$ cat src/rtl/ram_fifo_pkg.sv
// rtl/ram_fifo_pkg.sv - shared constants for the RAM-backed FIFO controller
// Holds the staging buffer depth and the RAM port command encodings.
// Optional feature macro used by the controller: RAM_FIFO_BYPASS_EN.
package ram_fifo_pkg;

    localparam int STG_DEPTH = 2;

    typedef struct packed {
        logic en;
        logic wr;
    } ram_cmd_t;

    // The attached RAM uses an inverted write strobe: wr=0 writes, wr=1 reads.
    localparam ram_cmd_t RAM_CMD_WR = '{en: 1'b1, wr: 1'b0};
    localparam ram_cmd_t RAM_CMD_RD = '{en: 1'b1, wr: 1'b1};

endpackage

$ cat src/rtl/ram_fifo_stage.sv
// rtl/ram_fifo_stage.sv - 2-entry in-order staging buffer in front of the FIFO output
// Ports:
//   clock, reset_n          clock and asynchronous active-low reset
//   push_i, push_data_i     write one word into the tail
//   pop_i                   remove the head word
//   cnt_o                   number of words held (0..2)
//   head_o                  head word, zero when empty
module ram_fifo_stage
    import ram_fifo_pkg::*;
#(
    parameter int DATA_WIDTH = 32
) (
    input  logic                  clock,
    input  logic                  reset_n,
    input  logic                  push_i,
    input  logic [DATA_WIDTH-1:0] push_data_i,
    input  logic                  pop_i,
    output logic [1:0]            cnt_o,
    output logic [DATA_WIDTH-1:0] head_o
);

    localparam logic [1:0] FULL = 2'(STG_DEPTH);

    logic [DATA_WIDTH-1:0] ent0_q, ent0_d;
    logic [DATA_WIDTH-1:0] ent1_q, ent1_d;
    logic [1:0]            cnt_q, cnt_d;

    // Entry 0 is always the head; vacated slots are cleared so the head
    // output reads zero whenever the buffer is empty.
    always_comb begin
        ent0_d = ent0_q;
        ent1_d = ent1_q;
        cnt_d  = cnt_q;
        if (pop_i && (cnt_q != 2'd0)) begin
            ent0_d = ent1_q;
            ent1_d = '0;
            cnt_d  = cnt_q - 2'd1;
        end
        // Tail slot is chosen from the occupancy left after any pop.
        if (push_i && (cnt_d < FULL)) begin
            if (cnt_d == 2'd0) begin
                ent0_d = push_data_i;
            end else begin
                ent1_d = push_data_i;
            end
            cnt_d = cnt_d + 2'd1;
        end
    end

    always_ff @(posedge clock or negedge reset_n) begin
        if (!reset_n) begin
            ent0_q <= '0;
            ent1_q <= '0;
            cnt_q  <= 2'd0;
        end else begin
            ent0_q <= ent0_d;
            ent1_q <= ent1_d;
            cnt_q  <= cnt_d;
        end
    end

    assign cnt_o  = cnt_q;
    assign head_o = ent0_q;

endmodule

$ cat src/rtl/ram_fifo_ctrl.sv
// rtl/ram_fifo_ctrl.sv - valid/ready FIFO controller using an external dual-port RAM
// Port A of the RAM is write-only, port B read-only with 1-cycle registered
// read latency; a 2-entry staging buffer keeps throughput at one word/cycle.
// Optional feature macro: RAM_FIFO_BYPASS_EN (push straight into staging when
// nothing older is in the RAM path).
// Ports:
//   clock, reset_n                  clock and asynchronous active-low reset
//   in_valid, in_ready, in_data     push handshake
//   out_valid, out_ready, out_data  pop handshake, out_data zero when empty
//   count                           words held: RAM + in-flight read + staging
//   ram_en_a, ram_wr_a, ram_addr_a, ram_wdata_a   RAM write port
//   ram_en_b, ram_wr_b, ram_addr_b, ram_rdata_b   RAM read port
module ram_fifo_ctrl
    import ram_fifo_pkg::*;
#(
    parameter  int DATA_WIDTH = 32,
    parameter  int DEPTH      = 1024,
    localparam int AW         = $clog2(DEPTH),
    localparam int CW         = $clog2(DEPTH + 3)
) (
    input  logic                  clock,
    input  logic                  reset_n,
    input  logic                  in_valid,
    output logic                  in_ready,
    input  logic [DATA_WIDTH-1:0] in_data,
    output logic                  out_valid,
    input  logic                  out_ready,
    output logic [DATA_WIDTH-1:0] out_data,
    output logic [CW-1:0]         count,
    output logic                  ram_en_a,
    output logic                  ram_wr_a,
    output logic [AW-1:0]         ram_addr_a,
    output logic [DATA_WIDTH-1:0] ram_wdata_a,
    output logic                  ram_en_b,
    output logic                  ram_wr_b,
    output logic [AW-1:0]         ram_addr_b,
    input  logic [DATA_WIDTH-1:0] ram_rdata_b
);

    localparam logic [AW:0] RAM_FULL = (AW + 1)'(DEPTH);
    localparam logic [2:0]  STG_MAX  = 3'(STG_DEPTH);

    logic [AW-1:0] wptr_q, wptr_d;
    logic [AW-1:0] rptr_q, rptr_d;
    logic [AW:0]   ram_cnt_q, ram_cnt_d;
    logic          pend_q, pend_d;

    logic [1:0]            stg_cnt;
    logic [DATA_WIDTH-1:0] stg_head;
    logic                  stg_push;
    logic [DATA_WIDTH-1:0] stg_push_data;

    logic       push_fire;
    logic       pop_fire;
    logic       ram_write;
    logic       issue;
    logic       bypass;
    logic [2:0] stg_occ;

    // in_ready looks only at registered state, never at out_ready.
    assign in_ready  = reset_n && (ram_cnt_q < RAM_FULL);
    assign push_fire = in_valid && in_ready;
    assign out_valid = (stg_cnt != 2'd0);
    assign pop_fire  = out_valid && out_ready;
    assign out_data  = stg_head;

    // Staging slots committed after this edge: held + in-flight - popped.
    assign stg_occ = {1'b0, stg_cnt} + {2'b00, pend_q} - {2'b00, pop_fire};

    // ram_cnt excludes the word written this cycle, so the read address can
    // never collide with the write address on the same edge.
    assign issue = (ram_cnt_q != '0) && (stg_occ < STG_MAX);

`ifdef RAM_FIFO_BYPASS_EN
    // Only safe when no older word sits in the RAM or the read pipeline.
    assign bypass = push_fire && (ram_cnt_q == '0) && !pend_q && (stg_occ < STG_MAX);
`else
    assign bypass = 1'b0;
`endif

    assign ram_write = push_fire && !bypass;

    // A bypassed push and a capture are mutually exclusive (bypass needs pend=0).
    assign stg_push      = pend_q || bypass;
    assign stg_push_data = pend_q ? ram_rdata_b : in_data;

    assign ram_en_a    = ram_write && RAM_CMD_WR.en;
    assign ram_wr_a    = RAM_CMD_WR.wr;
    assign ram_addr_a  = wptr_q;
    assign ram_wdata_a = ram_write ? in_data : '0;
    assign ram_en_b    = issue && RAM_CMD_RD.en;
    assign ram_wr_b    = RAM_CMD_RD.wr;
    assign ram_addr_b  = rptr_q;

    assign count = CW'(ram_cnt_q) + CW'(pend_q) + CW'(stg_cnt);

    always_comb begin
        wptr_d    = wptr_q;
        rptr_d    = rptr_q;
        ram_cnt_d = ram_cnt_q;
        pend_d    = issue;
        if (ram_write) begin
            wptr_d = wptr_q + AW'(1);
        end
        if (issue) begin
            rptr_d = rptr_q + AW'(1);
        end
        if (ram_write && !issue) begin
            ram_cnt_d = ram_cnt_q + (AW + 1)'(1);
        end else if (!ram_write && issue) begin
            ram_cnt_d = ram_cnt_q - (AW + 1)'(1);
        end
    end

    always_ff @(posedge clock or negedge reset_n) begin
        if (!reset_n) begin
            wptr_q    <= '0;
            rptr_q    <= '0;
            ram_cnt_q <= '0;
            pend_q    <= 1'b0;
        end else begin
            wptr_q    <= wptr_d;
            rptr_q    <= rptr_d;
            ram_cnt_q <= ram_cnt_d;
            pend_q    <= pend_d;
        end
    end

    ram_fifo_stage #(
        .DATA_WIDTH (DATA_WIDTH)
    ) u_stage (
        .clock       (clock),
        .reset_n     (reset_n),
        .push_i      (stg_push),
        .push_data_i (stg_push_data),
        .pop_i       (pop_fire),
        .cnt_o       (stg_cnt),
        .head_o      (stg_head)
    );

endmodule

$ cat config.mk
export PLATFORM = sky130hd
export DESIGN_NAME = ram_fifo_ctrl
export DESIGN_NICKNAME = d
export VERILOG_FILES = /design/src/rtl/ram_fifo_pkg.sv /design/src/rtl/ram_fifo_stage.sv /design/src/rtl/ram_fifo_ctrl.sv
export SDC_FILE = /design/constraint.sdc
export NUM_CORES = 1
export LEC_CHECK = 0
export BUFFER_PORTS_ARGS = -buffer_cell sky130_fd_sc_hd__buf_2
export CAP_MARGIN = 25
export CORE_MARGIN = 4
export CORE_UTILIZATION = 40
export DETAILED_ROUTE_END_ITERATION = 12
export PLACE_DENSITY = 0.72
export SLEW_MARGIN = 10
export SYNTH_ARGS = -nofsm -noshare
export SYNTH_HDL_FRONTEND = slang
export SYNTH_SLANG_ARGS = --single-unit
$ cat constraint.sdc
create_clock -name clock -period 13.37 [get_ports clock]
set_input_delay 0.6685 -clock clock [delete_from_list [all_inputs] [get_ports clock]]
set_output_delay 0.6685 -clock clock [all_outputs]
set_load 0.02 [all_outputs]
==> metrics.md, run 1 <==
| Metric | Value |
|---|---|
| XOR/XNOR share of the synthesized area | `approximately 5.3%` |
| TritonCTS Buffers | `9` |
| Count of pins over their slew limit | `0` |
| CTS sink cnt | `98` |
| Fraction of layout cells with a size suffix above 1 | `28.2%` |
| DIE AREA | `~16000 µm²` |
| Sequential area share after synthesis | `roughly 45%` |
| Largest family of logic cells by synthesized area | `simple AND/OR/NAND/NOR gates` |
| Yosys reg bits | `98` |
| Setup TNS Final | `0 ns` |
| Compound-Gate Fraction of Synth Area | `7.38%` |
| Max Cap Viol | `0` |
| Max Freq | `158 MHz` |
| Normalized max-slew margin | `33.0%` |
| First-pass GRT wire length | `24100 µm` |
| P_sw | `0.000776 W` |
| Vias after detailed routing | `4790` |
| DIE WIDTH | `125 µm` |
| CTS tree | `yes` |
| Logic pwr share | `around 53%` |
| Final Hold Violating Endpoints | `0` |
| Register share of total power | `a little under a third` |
| Initial antenna violation count | `0` |
| # rows | `42` |
| Core box area | `13300 µm²` |
| CTS max path bufs | `2` |
| Place WS | `7.03 ns` |
| Synth async-reset ratio | `100%` |
| Num ports | `169` |
| ANT cells | `0` |
| Nets@finish | `around 800` |
| Syn-to-layout area delta | `22.4%` |
| Vias per inst | `between 5 and 6` |
| Grt ovf | `0` |
| GRT Total Usage | `between 10% and 20%` |
| Final setup viols | `0` |
| Final wirelength | `14900 µm` |
| Port Buffers | `166` |
| Post-Synth Adder-Cell Area | `5.33%` |
| Most common flop cell mapped by yosys | `dfrtp_1` |
| Postcts setup bufs | `0` |
| Pwr/cell area | `244 nW/µm²` |
| Starting utilization of the core area | `41.1%` |
| Worst-Margin Slew | `between 1 and 1.5 ns` |
| P_int | `0.000867 W` |
| Drt drc | `0` |
| Synthesized area per cell | `9.82 µm²` |
| Clk slew on worst S/H paths | `0.06 ns` |
| LEAKAGE | `3.45 nW` |
| Maximum vdd ir drop | `0.000140 V` |
| Hpwl dp | `10600 µm` |
| CTS Hold Buffers Added | `0` |
| Worst setup margin | `7.04 ns` |
| DRT iter0 DRCs | `368` |
| Switching share of power | `47.2%` |
| Post-synth net total | `648` |
| RSZ-0062 raised after global routing | `no` |
| Post-route clock period utilization | `47.3%` |
| Antenna-violating nets left | `0` |
| Root buffer cell | `clkbuf_16` |
| FILL cells | `1232` |
| PostCTS Resize Cnt | `0` |
| Post-synthesis simple-gate area fraction | `25.5%` |
| Hold Path Class | `input port to asynchronous set/reset pin` |
| Final worst path period need | `6.33 ns` |
| Crit-path max FO | `34` |
| Drt pass-1 iters | `5` |
| WP data required | `between 10 and 15 ns` |
| Die height | `125 µm` |
| Syn Std Cell Area | `approximately 5500 µm²` |
| Clock power frac | `between 10% and 20%` |
| Number of synthesized flops with an enable pin | `0` |
| Cell count after synthesis | `559` |
| Status | `finished, final reports clean` |
| Clock skew | `0.00954 ns` |
| Mux contribution to synthesized area | `7.06%` |
| Crit path launch type | `flip-flop` |
| Wire length per cell | `about 17 µm` |
| Crit path arrival time | `6.54 ns` |
| Largest net degree at the start of global routing | `70` |
| Setup crit end kind | `flip-flop` |
| Unique cell type count in the Yosys netlist | `52` |
| Yosys warns | `0` |
| Clock latency on the worst-skew pair | `0.35 ns` |
| Max H-tree Level | `3` |
| Routability Congestion | `between 0.8 and 0.9` |
| Critical path class | `flip-flop to flip-flop` |
| Vias in the first global route | `4612` |
| Post-Route Utilization | `50.4%` |
## cell usage after synthesis (2+ instances only)
library cell	count	area, µm²
nor3_1	4	20.0
or3_1	2	12.5
xnor2_1	22	193
nand3b_1	3	22.5
a21oi_1	10	50.1
fa_1	4	80.1
buf_2	15	75.1
nand2_1	60	225
conb_1	2	7.51
o21ai_0	36	180
and2_1	33	206
xor2_1	11	96.3
buf_4	3	22.5
nand3_1	40	200
ha_1	17	213
dfrtp_1	98	2450
nand4_1	41	257
buf_1	2	7.51
clkbuf_1	25	93.8
mux2_2	2	22.5
nor2_1	5	18.8
o31ai_1	3	22.5
o21a_1	2	15.0
nand4b_1	33	289
a21o_1	5	37.5
mux2i_1	35	350
nor2b_1	2	12.5
inv_1	14	52.6
and3_1	7	43.8
## area by class of cell
type | instances | area (µm²) | area share [%]
clock buffers | 11 | 233 | 3.46
multi-input cells | 401 | 2790 | 41.5
clock inverters | 5 | 37.5 | 0.558
well taps | 176 | 220 | 3.28
repair buffers | 172 | 935 | 13.9
inverters | 15 | 56.3 | 0.838
flip-flops and latches | 98 | 2450 | 36.5
## registers in the layout, summed over array words and instances, names as in the netlist
register and count:
u_stage.ent1_q 32, u_stage.head_o 32, ram_cnt_q 11, ram_addr_a 10, ram_addr_b 10, u_stage.cnt_o 2
pend_q 1
## critical path: stages (launching register included)
cell and delay [ns]:
dfrtp_1 0.49, inv_1 0.11, ha_1 0.21, inv_1 0.08
nand2_2 0.39, inv_2 0.92, ha_1 0.42, nand2b_1 0.17
fa_1 0.40, xor2_1 0.20, a311oi_4 0.49, inv_1 0.09
ha_1 0.24, inv_1 0.31, ha_1 0.39, a21o_1 0.22
a31oi_1 0.28, a21oi_1 0.08, a31o_1 0.19, or4_1 0.51
## routing by layer
metal / vias up / global-route usage [%] / part of all wire, %
li1: 2264 / - / -
met1: 2296 / 25.2 / 44
met2: 214 / 29.6 / 47
met3: 16 / 4.61 / 7.1
met4: 0 / 6.19 / 1.8
met5: - / 0 / 0
## worst paths after layout
path                                  start                end  slack [ns]  depth (start not counted)
setup / recovery           u_stage.cnt_o[1]      ram_cnt_q[10]        7.04                         19
hold / removal                      reset_n  u_stage.head_o[5]        0.30                          1
setup reg to reg           u_stage.cnt_o[1]      ram_cnt_q[10]        7.04                         19
hold reg to reg               ram_addr_b[9]      ram_addr_b[9]        0.47                          1
max in group asynchronous           reset_n             pend_q       11.77                          2
min in group clock            ram_addr_b[9]      ram_addr_b[9]        0.47                          1
## cells by family (layout without fill, tap and decap cells)
logic type	after synthesis	count (layout)
and+or+nand+nor	241	241
DFF	98	98
AOI/OAI and AO/OA	66	66
buffers and inverters	60	203
muxes	38	38
xor gates and xnor gates	33	33
adders and majority gates	21	21
other	2	2
## cell usage in the layout (no fill, tap or decap), types with 5 or more instances in the layout
master / netlist / layout
mux2i_1: 35 / 35
nand4b_1: 33 / 33
dfrtp_1: 98 / 97
inv_1: 14 / 14
o21ai_0: 36 / 36
and2_1: 33 / 33
nand2_1: 60 / 60
xor2_1: 11 / 11
nand3_1: 40 / 40
clkbuf_16: 0 / 9
nor2_1: 5 / 5
and3_1: 7 / 7
ha_1: 17 / 16
buf_2: 15 / 165
a21oi_1: 10 / 10
a21o_1: 5 / 5
nand4_1: 41 / 41
xnor2_1: 22 / 22
## power groups by stage
stage | combinational, W | sequential (W) | clock (W)
finish | 0.000875 | 0.000523 | 0.000244
CTS | 0.000870 | 0.000524 | 0.000251
detailed placement | 0.000867 | 0.000528 | 0
global route | 0.000959 | 0.000542 | 0.000263
floorplan | 0.000580 | 0.000557 | 0
global placement | 0.000831 | 0.000534 | 0
## metrics by stage
stage | hold slack, ns | cell area [µm²] | total power (W) | cells
finish | 0.302 | 6720 | 0.00164 | 878
global route | 0.331 | 6720 | 0.00176 | 878
CTS | 0.312 | 6660 | 0.00165 | 875
detailed placement | 0.459 | 6390 | 0.00139 | 859
global placement | 0.457 | 6360 | 0.00137 | 857
floorplan | 0.373 | 5490 | 0.00114 | 559
(Power assumes the default switching activity.)
==> run 2: changes to the inputs <==
- ABC_AREA: unset -> 1
- PLACE_DENSITY: 0.72 -> 0.71
- clock period: 13.37 -> 6.6 ns (I/O delays scaled with it)
==> run 2 against run 1 <==
  * Utilization down 1.3 points
  * Global-route usage decreased by 2.1 points
  * Die area is 8.7% higher
  * Worst hold slack improved by 0.017 ns
  * Sequential share of layout area fell by 2.2 points
  * Via count up 12%
  * Critical endpoint is now ram_cnt_q[8]
  * Largest cell class unchanged
  * Largest power group unchanged
==> metrics.md, run 2 <==
| Metric | Value |
|---|---|
| Synth async-reset ratio | `100%` |
| FILL cells | `about 1.5k` |
| Syn-to-layout area delta | `19.2%` |
| Most common flop cell mapped by yosys | `dfrtp_1` |
| Commonest non-fill, non-tap cells in the layout | `273 x nand2_1, 165 x buf_2, 98 x dfrtp_1` |
| CP Launch Point | `u_stage.cnt_o[1]` |
| Hpwl dp | `10100 µm` |
| PostCTS Resize Cnt | `0` |
| Yosys top cell area share | `40.9%` |
| Status | `finished, final reports clean` |
| CTS tree | `yes` |
| Routed met1 length | `6680 µm` |
| Postcts setup bufs | `0` |
| Vias after detailed routing | `5388` |
| CTS Hold Buffers Added | `1` |
| Clock latency on the worst-skew pair | `0.34 ns` |
| DIE WIDTH | `between 100 and 150 µm` |
| Place WS | `1.63 ns` |
| Synthesized area per cell | `between 7 and 8 µm²` |
| Grt ovf | `0` |
| Final wirelength | `about 14000 µm` |
| Crit path launch type | `flip-flop` |
| Setup crit end kind | `flip-flop` |
| Worst-Margin Slew | `slightly below 0.8 ns` |
| Top cell types by occurrence after synthesis | `273 x nand2_1, 98 x dfrtp_1, 76 x inv_1` |
| Largest net degree at the start of global routing | `68` |
| Register share of total power | `28.2%` |
| Compound-Gate Fraction of Synth Area | `12.5%` |
| Yosys reg bits | `98` |
| Antenna-violating nets left | `0` |
| Normalized max-slew margin | `47.2%` |
| Setup TNS Final | `0 ns` |
| Worst Setup EP | `ram_cnt_q[8]` |
| Reg2Reg Capture Point | `ram_cnt_q[8]` |
| Fraction of layout cells with a size suffix above 1 | `25.4%` |
| Vias in the first global route | `4702` |
| Starting utilization of the core area | `41.1%` |
| Post-Route Utilization | `49.0%` |
| Multi-input logic area | `2990 µm²` |
| Reg2Reg Depth | `20` |
| Routability Congestion | `around 0.9` |
| Root buffer cell | `clkbuf_16` |
| Post-Synth Adder-Cell Area | `4.88%` |
| Highest routed layer | `met4` |
| WP data required | `6.84 ns` |
| Flop-to-flop setup slack | `1.66 ns` |
| Port Buffers | `between 150 and 200` |
| RSZ-0062 raised after global routing | `no` |
| Max H-tree Level | `3` |
| First-pass GRT wire length | `22600 µm` |
| Drt drc | `0` |
| Most common cell after layout, fill and taps aside | `nand2_1` |
| P_int | `0.00174 W` |
| P_sw | `0.00167 W` |
| Core box area | `14600 µm²` |
| Crit path arrival time | `5.17 ns` |
| Worst setup margin | `1.66 ns` |
| Final setup viols | `0` |
| Yosys warns | `0` |
| Final worst path period need | `slightly below 5 ns` |
| Synth area leader | `dfrtp_1` |
| Wire length per cell | `~13 µm` |
| Post-synth net total | `881` |
| Mux contribution to synthesized area | `0%` |
| TritonCTS Buffers | `9` |
| Logic pwr share | `55.9%` |
| Final Hold Violating Endpoints | `0` |
| Num ports | `169` |
| CTS max path bufs | `2` |
| Critical path class | `flip-flop to flip-flop` |
| Reg2reg start | `u_stage.cnt_o[1]` |
| DRT iter0 DRCs | `roughly 200` |
| Sequential area share after synthesis | `about two fifths` |
| Nets@finish | `around 1k` |
| Reg area | `2450 µm²` |
| Max Cap Viol | `0` |
| Clock power frac | `15.9%` |
| CTS sink cnt | `98` |
| Vias per inst | `approximately 4.8` |
| Crit-path max FO | `67` |
| Total length of routed met3 wires | `972 µm` |
| Post-synthesis simple-gate area fraction | `28.3%` |
| DIE AREA | `17000 µm²` |
| Top-count cell post-synth | `nand2_1` |
| Clk slew on worst S/H paths | `0.07 ns` |
| Largest family of logic cells by synthesized area | `simple AND/OR/NAND/NOR gates` |
| Cell count after synthesis | `792` |
| GRT Total Usage | `between 10% and 20%` |
| Syn Std Cell Area | `6000 µm²` |
| Switching share of power | `49.0%` |
| Initial antenna violation count | `0` |
| Drt pass-1 iters | `4` |
| Number of synthesized flops with an enable pin | `0` |
| ANT cells | `0` |
| Max Freq | `roughly 200 MHz` |
| Synth top area cells | `dfrtp_1 41%, nand2_1 17%, o21ai_2 5.8%` |
| Clock skew | `0.00385 ns` |
| DR WL met2 | `around 6500 µm` |
| Pwr/cell area | `~480 nW/µm²` |
| Maximum vdd ir drop | `0.000286 V` |
| LEAKAGE | `4.06 nW` |
| Hold Path Class | `input port to flip-flop` |
| # rows | `44` |
| XOR/XNOR share of the synthesized area | `3.94%` |
| Unique cell type count in the Yosys netlist | `33` |
| Count of pins over their slew limit | `0` |
| Non-Filler Instances | `1125` |
| Die height | `about 130 µm` |
| Cells after DPL | `1107` |
| Post-route clock period utilization | `74.8%` |
==> run 2: changes by cell type in the layout (fill, tap and decap cells not counted), sizes merged, moves of 34 or more <==
| cell | change |
|---|---|
| and2 | -34 |
| inv | +64 |
| mux2i | -35 |
| nand2 | +216 |
| nand4 | -36 |
| nor2 | +60 |
| o21ai | +68 |
==> run 2: worst min-delay path by stage <==
stage	from	end	slack, ns	cells past startpoint
after floorplan	reset_n	pend_q	0.03	0
after global placement	reset_n	ram_cnt_q[9]	0.35	1
after detailed placement	reset_n	ram_cnt_q[9]	0.36	1
after CTS	ram_rdata_b[29]	u_stage.ent1_q[29]	0.32	3
after global routing	ram_rdata_b[29]	u_stage.ent1_q[29]	0.34	3
final	ram_rdata_b[29]	u_stage.ent1_q[29]	0.32	3
==> run 2: cell type report <==
class	count	area share, %
clock buffers	12	3.59
flip-flops and latches	98	34.3
well taps	184	3.22
multi-input cells	577	41.7
inverters	80	4.20
repair buffers	170	12.3
clock inverters	4	0.682
==> run 2: kinds of logic after synthesis <==
group	Yosys count
and+or+nand+nor	410
adders and majority gates	21
xor gates and xnor gates	27
other	2
DFF	98
AOI/OAI and AO/OA	117
buffers and inverters	117
==> run 2: metal layers <==
| layer | track usage, % | vias to the layer above |
|---|---|---|
| met4 | 7.14 | 0 |
| met3 | 2.76 | 23 |
| met5 | 0 | - |
| met2 | 27.1 | 163 |
| met1 | 21.9 | 2407 |
| li1 | - | 2795 |
==> run 2: critical path, stage by stage, from the launching register on <==
cell and delay [ns]:
dfrtp_1 0.46, inv_1 0.12, ha_1 0.16, inv_2 0.05
nand2_4 0.54, inv_1 0.14, ha_1 0.35, or2_2 0.32
fa_1 0.47, o21ai_0 0.08, a21oi_1 0.13, nand2_1 0.30
ha_1 0.36, inv_1 0.28, ha_1 0.34, a21oi_1 0.30
nor2_1 0.07, nor2_1 0.12, nand3_1 0.09, nand3_1 0.08
nand2_1 0.05
==> run 2: per-stage QoR <==
step           area (µm²)  hold slack, ns  total power, W
6_report             7150           0.320         0.00342
3_5_place_dp         6820           0.360         0.00289
3_3_place_gp         6820           0.353         0.00286
5_1_grt              7150           0.335         0.00372
2_1_floorplan        6000          0.0344         0.00245
4_1_cts              7130           0.317         0.00344
==> run 2: power by group through the flow <==
stage	clock (W)	sequential, W	combinational (W)
floorplan	0	0.00104	0.00141
global placement	0	0.000970	0.00189
detailed placement	0	0.000973	0.00192
CTS	0.000557	0.000963	0.00192
global route	0.000581	0.000993	0.00215
finish	0.000542	0.000964	0.00191
